[src/rtl/mem_pkg.sv]
// Shared types and field positions for the memory stage and its helpers.
// Branch condition codes, access FSM states, and control-field bit positions.
package mem_pkg;

    typedef enum logic [2:0] {
        BC_NE = 3'b000,
        BC_EQ = 3'b001,
        BC_GT = 3'b010,
        BC_LT = 3'b011,
        BC_GE = 3'b100,
        BC_LE = 3'b101,
        BC_OV = 3'b110,
        BC_AL = 3'b111
    } bcond_e;

    typedef enum logic {
        ST_IDLE = 1'b0,
        ST_BUSY = 1'b1
    } acc_state_e;

    localparam int WB_REGWRITE = 0;
    localparam int WB_MEMTOREG = 1;

    localparam int M_MEMREAD  = 0;
    localparam int M_MEMWRITE = 1;
    localparam int M_BRANCH   = 2;

    // Flag vector ordering is {Z, N, V}.
    localparam int FL_Z = 2;
    localparam int FL_N = 1;
    localparam int FL_V = 0;

endpackage

[src/rtl/branch_cond.sv]
// Branch condition evaluator: maps a condition code and the {Z, N, V} flags to taken/not-taken.
// Purely combinational so the hazard unit can share it.
module branch_cond
    import mem_pkg::*;
(
    input  logic [2:0] bcond_i,
    input  logic [2:0] flags_i,
    output logic       cond_o
);

    logic z, n, v;

    assign z = flags_i[FL_Z];
    assign n = flags_i[FL_N];
    assign v = flags_i[FL_V];

    always_comb begin
        cond_o = 1'b0;
        case (bcond_e'(bcond_i))
            BC_NE:   cond_o = ~z;
            BC_EQ:   cond_o = z;
            BC_GT:   cond_o = ~z & ~n;
            BC_LT:   cond_o = n;
            BC_GE:   cond_o = z | ~n;
            BC_LE:   cond_o = z | n;
            BC_OV:   cond_o = v;
            BC_AL:   cond_o = 1'b1;
            default: cond_o = 1'b0;
        endcase
    end

endmodule

[src/rtl/mem_slice.sv]
// Memory stage: EX/MEM register, architectural flags, branch resolution,
// variable-latency data-memory handshake with stall, and the MEM/WB register.
module mem_slice
    import mem_pkg::*;
(
    input  logic        clk,
    input  logic        rst,
    input  logic        ex_valid,
    input  logic [1:0]  WB_in,
    input  logic [2:0]  M_in,
    input  logic [15:0] addr,
    input  logic [15:0] data,
    input  logic [15:0] result,
    input  logic [2:0]  flags,
    input  logic [2:0]  fl_en,
    input  logic [15:0] PCbranch,
    input  logic [2:0]  bcond,
    input  logic [3:0]  rd,
    output logic        stall,
    output logic        br_taken,
    output logic [15:0] br_target,
    output logic        dmem_req,
    output logic        dmem_we,
    output logic [15:0] dmem_addr,
    output logic [15:0] dmem_wdata,
    input  logic [15:0] dmem_rdata,
    input  logic        dmem_ack,
    output logic        wb_valid,
    output logic        wb_regwrite,
    output logic [3:0]  wb_rd,
    output logic [15:0] wb_data,
    output logic [2:0]  flags_q
);

    logic        mem_valid_q, mem_valid_d;
    logic [1:0]  wb_ctl_q, wb_ctl_d;
    logic [2:0]  m_ctl_q, m_ctl_d;
    logic [15:0] addr_q, addr_d;
    logic [15:0] data_q, data_d;
    logic [15:0] result_q, result_d;
    logic [15:0] pcbranch_q, pcbranch_d;
    logic [2:0]  bcond_q, bcond_d;
    logic [3:0]  rd_q, rd_d;
    logic [2:0]  flags_d;

    logic        wb_valid_d, wb_regwrite_d;
    logic [3:0]  wb_rd_d;
    logic [15:0] wb_data_d;

    acc_state_e  state_q, state_d;

    logic        load_en;
    logic        ex_live;
    logic        mem_op;
    logic        cond;

    branch_cond u_branch_cond (
        .bcond_i (bcond_q),
        .flags_i (flags_q),
        .cond_o  (cond)
    );

    assign mem_op    = mem_valid_q & (m_ctl_q[M_MEMREAD] | m_ctl_q[M_MEMWRITE]);
    assign stall     = mem_op & ~dmem_ack;
    assign load_en   = ~stall;
    assign br_taken  = mem_valid_q & m_ctl_q[M_BRANCH] & cond;
    assign br_target = pcbranch_q;
    // The instruction behind a taken branch is on the wrong path and enters MEM dead.
    assign ex_live   = ex_valid & ~br_taken;

    // Read+write together resolves to a write.
    assign dmem_req   = mem_op;
    assign dmem_we    = mem_op & m_ctl_q[M_MEMWRITE];
    assign dmem_addr  = addr_q;
    assign dmem_wdata = data_q;

    always_comb begin
        mem_valid_d = mem_valid_q;
        wb_ctl_d    = wb_ctl_q;
        m_ctl_d     = m_ctl_q;
        addr_d      = addr_q;
        data_d      = data_q;
        result_d    = result_q;
        pcbranch_d  = pcbranch_q;
        bcond_d     = bcond_q;
        rd_d        = rd_q;
        flags_d     = flags_q;
        if (load_en) begin
            mem_valid_d = ex_live;
            wb_ctl_d    = WB_in;
            m_ctl_d     = M_in;
            addr_d      = addr;
            data_d      = data;
            result_d    = result;
            pcbranch_d  = PCbranch;
            bcond_d     = bcond;
            rd_d        = rd;
            if (ex_live) begin
                for (int i = 0; i < 3; i++) begin
                    if (fl_en[i]) flags_d[i] = flags[i];
                end
            end
        end
    end

    always_comb begin
        state_d = state_q;
        case (state_q)
            ST_IDLE: if (mem_op && !dmem_ack) state_d = ST_BUSY;
            ST_BUSY: if (dmem_ack) state_d = ST_IDLE;
            default: state_d = ST_IDLE;
        endcase
    end

    always_comb begin
        wb_valid_d    = 1'b0;
        wb_regwrite_d = 1'b0;
        wb_rd_d       = wb_rd;
        wb_data_d     = wb_data;
        if (load_en) begin
            wb_valid_d    = mem_valid_q;
            wb_regwrite_d = mem_valid_q & wb_ctl_q[WB_REGWRITE];
            wb_rd_d       = rd_q;
            wb_data_d     = wb_ctl_q[WB_MEMTOREG] ? dmem_rdata : result_q;
        end
    end

    always_ff @(posedge clk or posedge rst) begin
        if (rst) begin
            mem_valid_q <= 1'b0;
            wb_ctl_q    <= '0;
            m_ctl_q     <= '0;
            addr_q      <= '0;
            data_q      <= '0;
            result_q    <= '0;
            pcbranch_q  <= '0;
            bcond_q     <= '0;
            rd_q        <= '0;
            flags_q     <= '0;
            state_q     <= ST_IDLE;
            wb_valid    <= 1'b0;
            wb_regwrite <= 1'b0;
            wb_rd       <= '0;
            wb_data     <= '0;
        end else begin
            mem_valid_q <= mem_valid_d;
            wb_ctl_q    <= wb_ctl_d;
            m_ctl_q     <= m_ctl_d;
            addr_q      <= addr_d;
            data_q      <= data_d;
            result_q    <= result_d;
            pcbranch_q  <= pcbranch_d;
            bcond_q     <= bcond_d;
            rd_q        <= rd_d;
            flags_q     <= flags_d;
            state_q     <= state_d;
            wb_valid    <= wb_valid_d;
            wb_regwrite <= wb_regwrite_d;
            wb_rd       <= wb_rd_d;
            wb_data     <= wb_data_d;
        end
    end

endmodule
[config.mk]
export PLATFORM = sky130hd
export DESIGN_NAME = mem_slice
export DESIGN_NICKNAME = d
export VERILOG_FILES = /design/src/rtl/mem_pkg.sv /design/src/rtl/branch_cond.sv /design/src/rtl/mem_slice.sv
export SDC_FILE = /design/constraint.sdc
export NUM_CORES = 1
export LEC_CHECK = 0
export ABC_AREA = 0
export BUFFER_PORTS_ARGS = -buffer_cell sky130_fd_sc_hd__buf_2
export CAP_MARGIN = 20
export CORE_MARGIN = 1
export CORE_UTILIZATION = 51
export CTS_CLUSTER_DIAMETER = 80
export CTS_CLUSTER_SIZE = 10
export DETAILED_ROUTE_END_ITERATION = 10
export PLACE_DENSITY = 0.85
export SLEW_MARGIN = 5
export SYNTH_ARGS = -nofsm -noshare
export SYNTH_HDL_FRONTEND = slang
export SYNTH_SLANG_ARGS = --single-unit
[constraint.sdc]
create_clock -name clk -period 5.95 [get_ports clk]
set_input_delay 0 -clock clk [delete_from_list [all_inputs] [get_ports clk]]
set_output_delay 0 -clock clk [all_outputs]
set_load 0.005 [all_outputs]
# Word-level counts from Yosys, hierarchy flattened
# Index checks and enable logic that the tools add are counted.
# totals
reg_bits,102
inputBits,102
out_inout_bits,77
wordCells,47
# op_classes
n_eq_ne,7
muxes,4
bitwise,16
reduce_logical,4
# ops
op,n
2-to-1 mux 16 bit,1
== test 3 bit (second input constant),4
AND reduction 3 bit,3
bitwise AND 1 bit,8
one-hot mux 1 bit (8 select lines),1
== test 3 x 2 -> 1 bit (second input constant),2
inverter 1 bit,5
== test 3 x 1 -> 1 bit (second input constant),1
logical NOT 3 bit,1
bitwise OR 1 bit,3
2-to-1 mux 1 bit,2

# Depth between registers and ports, before layout
# logic_depth
depth_word,7
mapped_depth,7
depth_no_buf,5

# Cells and area by module
# A second synthesis with hierarchy kept.
# unflattened
cells_unflattened,276
area_unflattened_um2,4339.2
# by_module_without_submodules
module,instances,cells_each,area_each_um2,seq_area_each_um2
mem_slice,1,265,4262.8,2552.4
branch_cond,1,11,76.3,0.0

# Worst setup path after synthesis
# No wires, ideal clock.
# synth_path
kind,reg-to-reg
start,register flags_q[2]
end,register flags_q[0]
setup_ns,0.128
t_arrival_ns,1.359
t_required_ns,5.822
slack_ns,4.463
path_stages_with_launch,6
n_path_buf,0
synth_period_minus_slack_ns,1.487
cell_sequence,dfrtp_1 > nor2b_1 > a311oi_2 > a32oi_2 > o2111ai_1 > mux2_1
# synth_via
elab_chain_len,7
elab_cells_between_ends,9
cone_classes,1 x mux; 7 x bitwise; 1 x reduce/logical
# synth_rtl
item,line_no,rtl
"start, declared",mem_slice.sv:32,output logic [2:0] flags_q
"start signal, assigned",mem_slice.sv:155,flags_q <= flags_d;
inverter 1 bit,"branch_cond.sv:20, branch_cond.sv:22",
bitwise AND 1 bit,branch_cond.sv:22,BC_GT: cond_o = ~z & ~n;
one-hot mux 1 bit (8 select lines) (*),branch_cond.sv:19,case (bcond_e'(bcond_i))
bitwise AND 1 bit (*),mem_slice.sv:66,assign br_taken = mem_valid_q & m_ctl_q[M_BRANCH] & cond;
inverter 1 bit (*),mem_slice.sv:69,assign ex_live = ex_valid & ~br_taken;
bitwise AND 1 bit (*),mem_slice.sv:69,
AND reduction 3 bit (no line) (*),n/a,
# Every way passes the cells marked *; elsewhere a longest branch is shown, timed or not.
# A chain may end at the register's enable or synchronous reset.

# Worst setup path after layout
# layout_path
start,register mem_valid_q
end,register wb_data[12]
# layout_via
elab_chain_len,2
# layout_rtl
item,line_no,rtl
"start, declared",mem_slice.sv:35,"logic mem_valid_q, mem_valid_d;"
"start signal, assigned",mem_slice.sv:146,mem_valid_q <= mem_valid_d;
bitwise AND 1 bit,mem_slice.sv:63,assign mem_op = mem_valid_q & (m_ctl_q[M_MEMREAD] | m_ctl_q[M_MEMWRITE]);
bitwise AND 1 bit,mem_slice.sv:64,assign stall = mem_op & ~dmem_ack;
"end signal, assigned",mem_slice.sv:160,wb_data <= wb_data_d;
"end, declared",mem_slice.sv:31,"output logic [15:0] wb_data,"
# Every way passes these cells.

==> reports/results.ini <==
[pwr]
clock_power_share_pct = 25.1
swShare_pct = 31.0
p_switching_uw = 595
combPwrFrac_pct = 26.4
p_leak_uw = 0.00338
p_int_uw = 1320
power_density_nw_per_um2 = 306
ir_worst_vdd_mv = 0.212
pwr-share-seq_pct = 48.5

[worst_setup_path]
cp_max_fo = 97
path_buf_inv = 3
critical_path.max_stage_delay_ns = 0.68
regToRegStartpoint = mem_valid_q
critical_path.cell_chain = and2b_4 > o21ai_4 > buf_4 > clkinv_2 > buf_4 > nand2_1 > o21ai_0
crit_type = register to register
crit_family = buffers and inverters
startpoint = mem_valid_q
cpMaxStageDelayCell = buf_4
cp.required_ns = 6.13
worstPathArrival_ns = 3.05
startpoint_type = register
cp-end-kind = register
crit_top_cell = buf_4

[timing]
fin_crit_sh_pct = 48.3
fin_skew_ns = 0.0104
rsz0062_at_grt = no
drv_slew = 0
hold_viol = 0
min_period_ns = 2.87
setup_tns_ns = 0
slew_headroom_pct = 38.0
worst_slew_pin_slew_ns = 0.930
fmax_mhz = 348
setup_viol = 0

[finish]
fill_cells = 440
syn_to_final_growth_pct = 53.5
num_antenna_cells = 0
register_area_um2 = 2550
stdcell_area_um2 = 6260
multiInputGateArea_um2 = 1420
fin_nets = 813
drive_gt1_share_pct = 28.6

[floorplan]
die_w_um = 91.4
boundaryPins = 179
core_area_um2 = 7730
num_rows = 32
start_util_pct = 52.8
dieArea_um2 = 8360
die_h_um = 91.4

[logic_synthesis]
synthCells = 442
ys_ff_latch = 102
seq_area_frac_synth_pct = 62.6
synth_area_leaders = dfrtp_1 (63%), nand2_1 (24%), mux2i_1 (3.9%)
synth_edf_count = 0
yosysTopAreaCell = dfrtp_1
syn_nets = 544
async_flop_share_pct = 100
syn_area_um2 = 4080
yosysUniqueCellTypes = 23
syn_avg_cell_area_um2 = 9.23
yosysMostFrequentCell = nand2_1
ys_top_cells_by_count = nand2_1 (259), dfrtp_1 (102), mux2i_1 (16)
yosysWarnings = 0
synth_top_area_share_pct = 62.6
synthFlopType = dfrtp_1

[global_route]
grt_max_degree = 98
grt_pass1_vias = 4277
antenna_found_initial = 0
grt_use_total_pct = 31.7
overflow = 0
grt_pass1_wl_mm = 20.5

[hold_path]
hp-class = input port to register
hold_start = dmem_rdata[12]

[cts]
cts_tree = yes
ctsResizeCount = 0
cts_made_buffers = 9
cts-root-buf = clkbuf_8
clkSinkCount = 102
path_clk_slew_ns = 0.10
cts-htree-levels = 3
clk-insertion-delay-late_ns = 0.35
cts_setup_buffers = 0
postCtsHoldBufs = 99
cts_buffer_depth = 2

[drt]
routedLengthMet1_mm = 4.81
wl_met2_mm = 6.39
avgRoutedWirePerCell_um = 15.5
drt_pass1_iterations = 5
drc = 0
drt_iter0_drc = 230
route.top_layer_used = met4
routed-wl-met3_mm = 1.02
num_vias = 4149
totalWireLength_mm = 12.7
antenna_left = 0
viasPerCell = 5.07

[placed_design]
place_area_um2 = 5020
io_buffers = 178
place.gp.congestion = 0.780
dpl.hpwl_mm = 6.60

[run_status]
outcome = finished clean

[run]
drv_cap = 0

final cells by class:
cell class	count	area share [%]
clock buffer	10	2.20
tap	102	2.04
multi-input combinational	315	22.6
inverter	2	0.180
sequential	102	40.8
clock inverter	6	1.36
timing repair buffer	281	30.9
layout by cell type, fill, tap and decap left out:
cell	n
dfrtp_1	102
buf_4	3
a32oi_2	1
mux2i_1	16
mux2_1	3
clkbuf_8	10
a22oi_1	1
o2111ai_1	3
o21ai_4	1
bufinv_16	2
nor2_1	3
inv_4	1
buf_2	178
and2_1	2
and3_1	1
and2b_4	1
buf_16	1
dlygate4sd3_1	99
nor2b_2	1
and2b_1	2
o21a_1	1
o21ai_0	6
nor2b_1	1
clkinvlp_4	2
o21ai_1	12
clkinv_2	3
a311oi_2	1
nand2_1	259
routing by layer:
layer | up-vias | track usage (%)
li1 | 1911 | -
met1 | 1957 | 38.3
met2 | 236 | 53.7
met3 | 45 | 6.95
met4 | 0 | 15.3
met5 | - | 0
logic make-up after synthesis:
group | count (synthesis) | share of synthesized area (%)
buf+inv | 25 | 2.70
mux | 19 | 4.76
flops | 102 | 62.6
simple gates | 270 | 25.6
compound gates | 26 | 4.39
worst register-to-register path, cell delays in order, from the launching register on:
cell and delay (ns):
dfrtp_1 0.46, and2b_4 0.22, o21ai_4 0.05, buf_4 0.68, clkinv_2 0.43, buf_4 0.48
nand2_1 0.26, o21ai_0 0.12
final timing paths:
| kind | end | slack [ns] | cells after the start |
|---|---|---|---|
| worst max-delay path | wb_data[12] | 3.08 | 7 |
| worst max register to register | wb_data[12] | 3.08 | 7 |
| min in group asynchronous | br_target[7] | 0.11 | 3 |
| worst min register to register | result_q[0] | 0.47 | 2 |
| worst min-delay path | wb_data[12] | 0.04 | 3 |
| max in group asynchronous | rd_q[2] | 4.81 | 5 |
state kept, by name, indices dropped and copies added (netlist names):
name         count
dmem_wdata      16
wb_data         16
m_ctl_q          3
br_target       16
wb_rd            4
wb_regwrite      1
flags_q          3
rd_q             4
wb_valid         1
bcond_q          3
wb_ctl_q         2
result_q        16
dmem_addr       16
mem_valid_q      1
power groups by stage:
stage	clock (uW)	sequential [uW]	combinational, uW
finish	481	931	506
global route	516	947	555
CTS	485	925	483
detailed placement	0	936	423
global placement	0	931	404
floorplan	0	926	232
per-stage QoR:
stage	util (%)	power (uW)	setup slack (ns)	hold slack (ns)	cells
2_1_floorplan	-	1160	3.27	0.112	442
3_3_place_gp	65.0	1330	3.31	-0.0756	702
3_5_place_dp	65.0	1360	3.20	-0.0703	702
4_1_cts	80.7	1890	3.19	0.0279	817
5_1_grt	81.0	2020	2.91	0.0518	818
6_report	81.0	1920	3.08	0.0354	818
No activity file was read; power rests on OpenSTA's default activity.
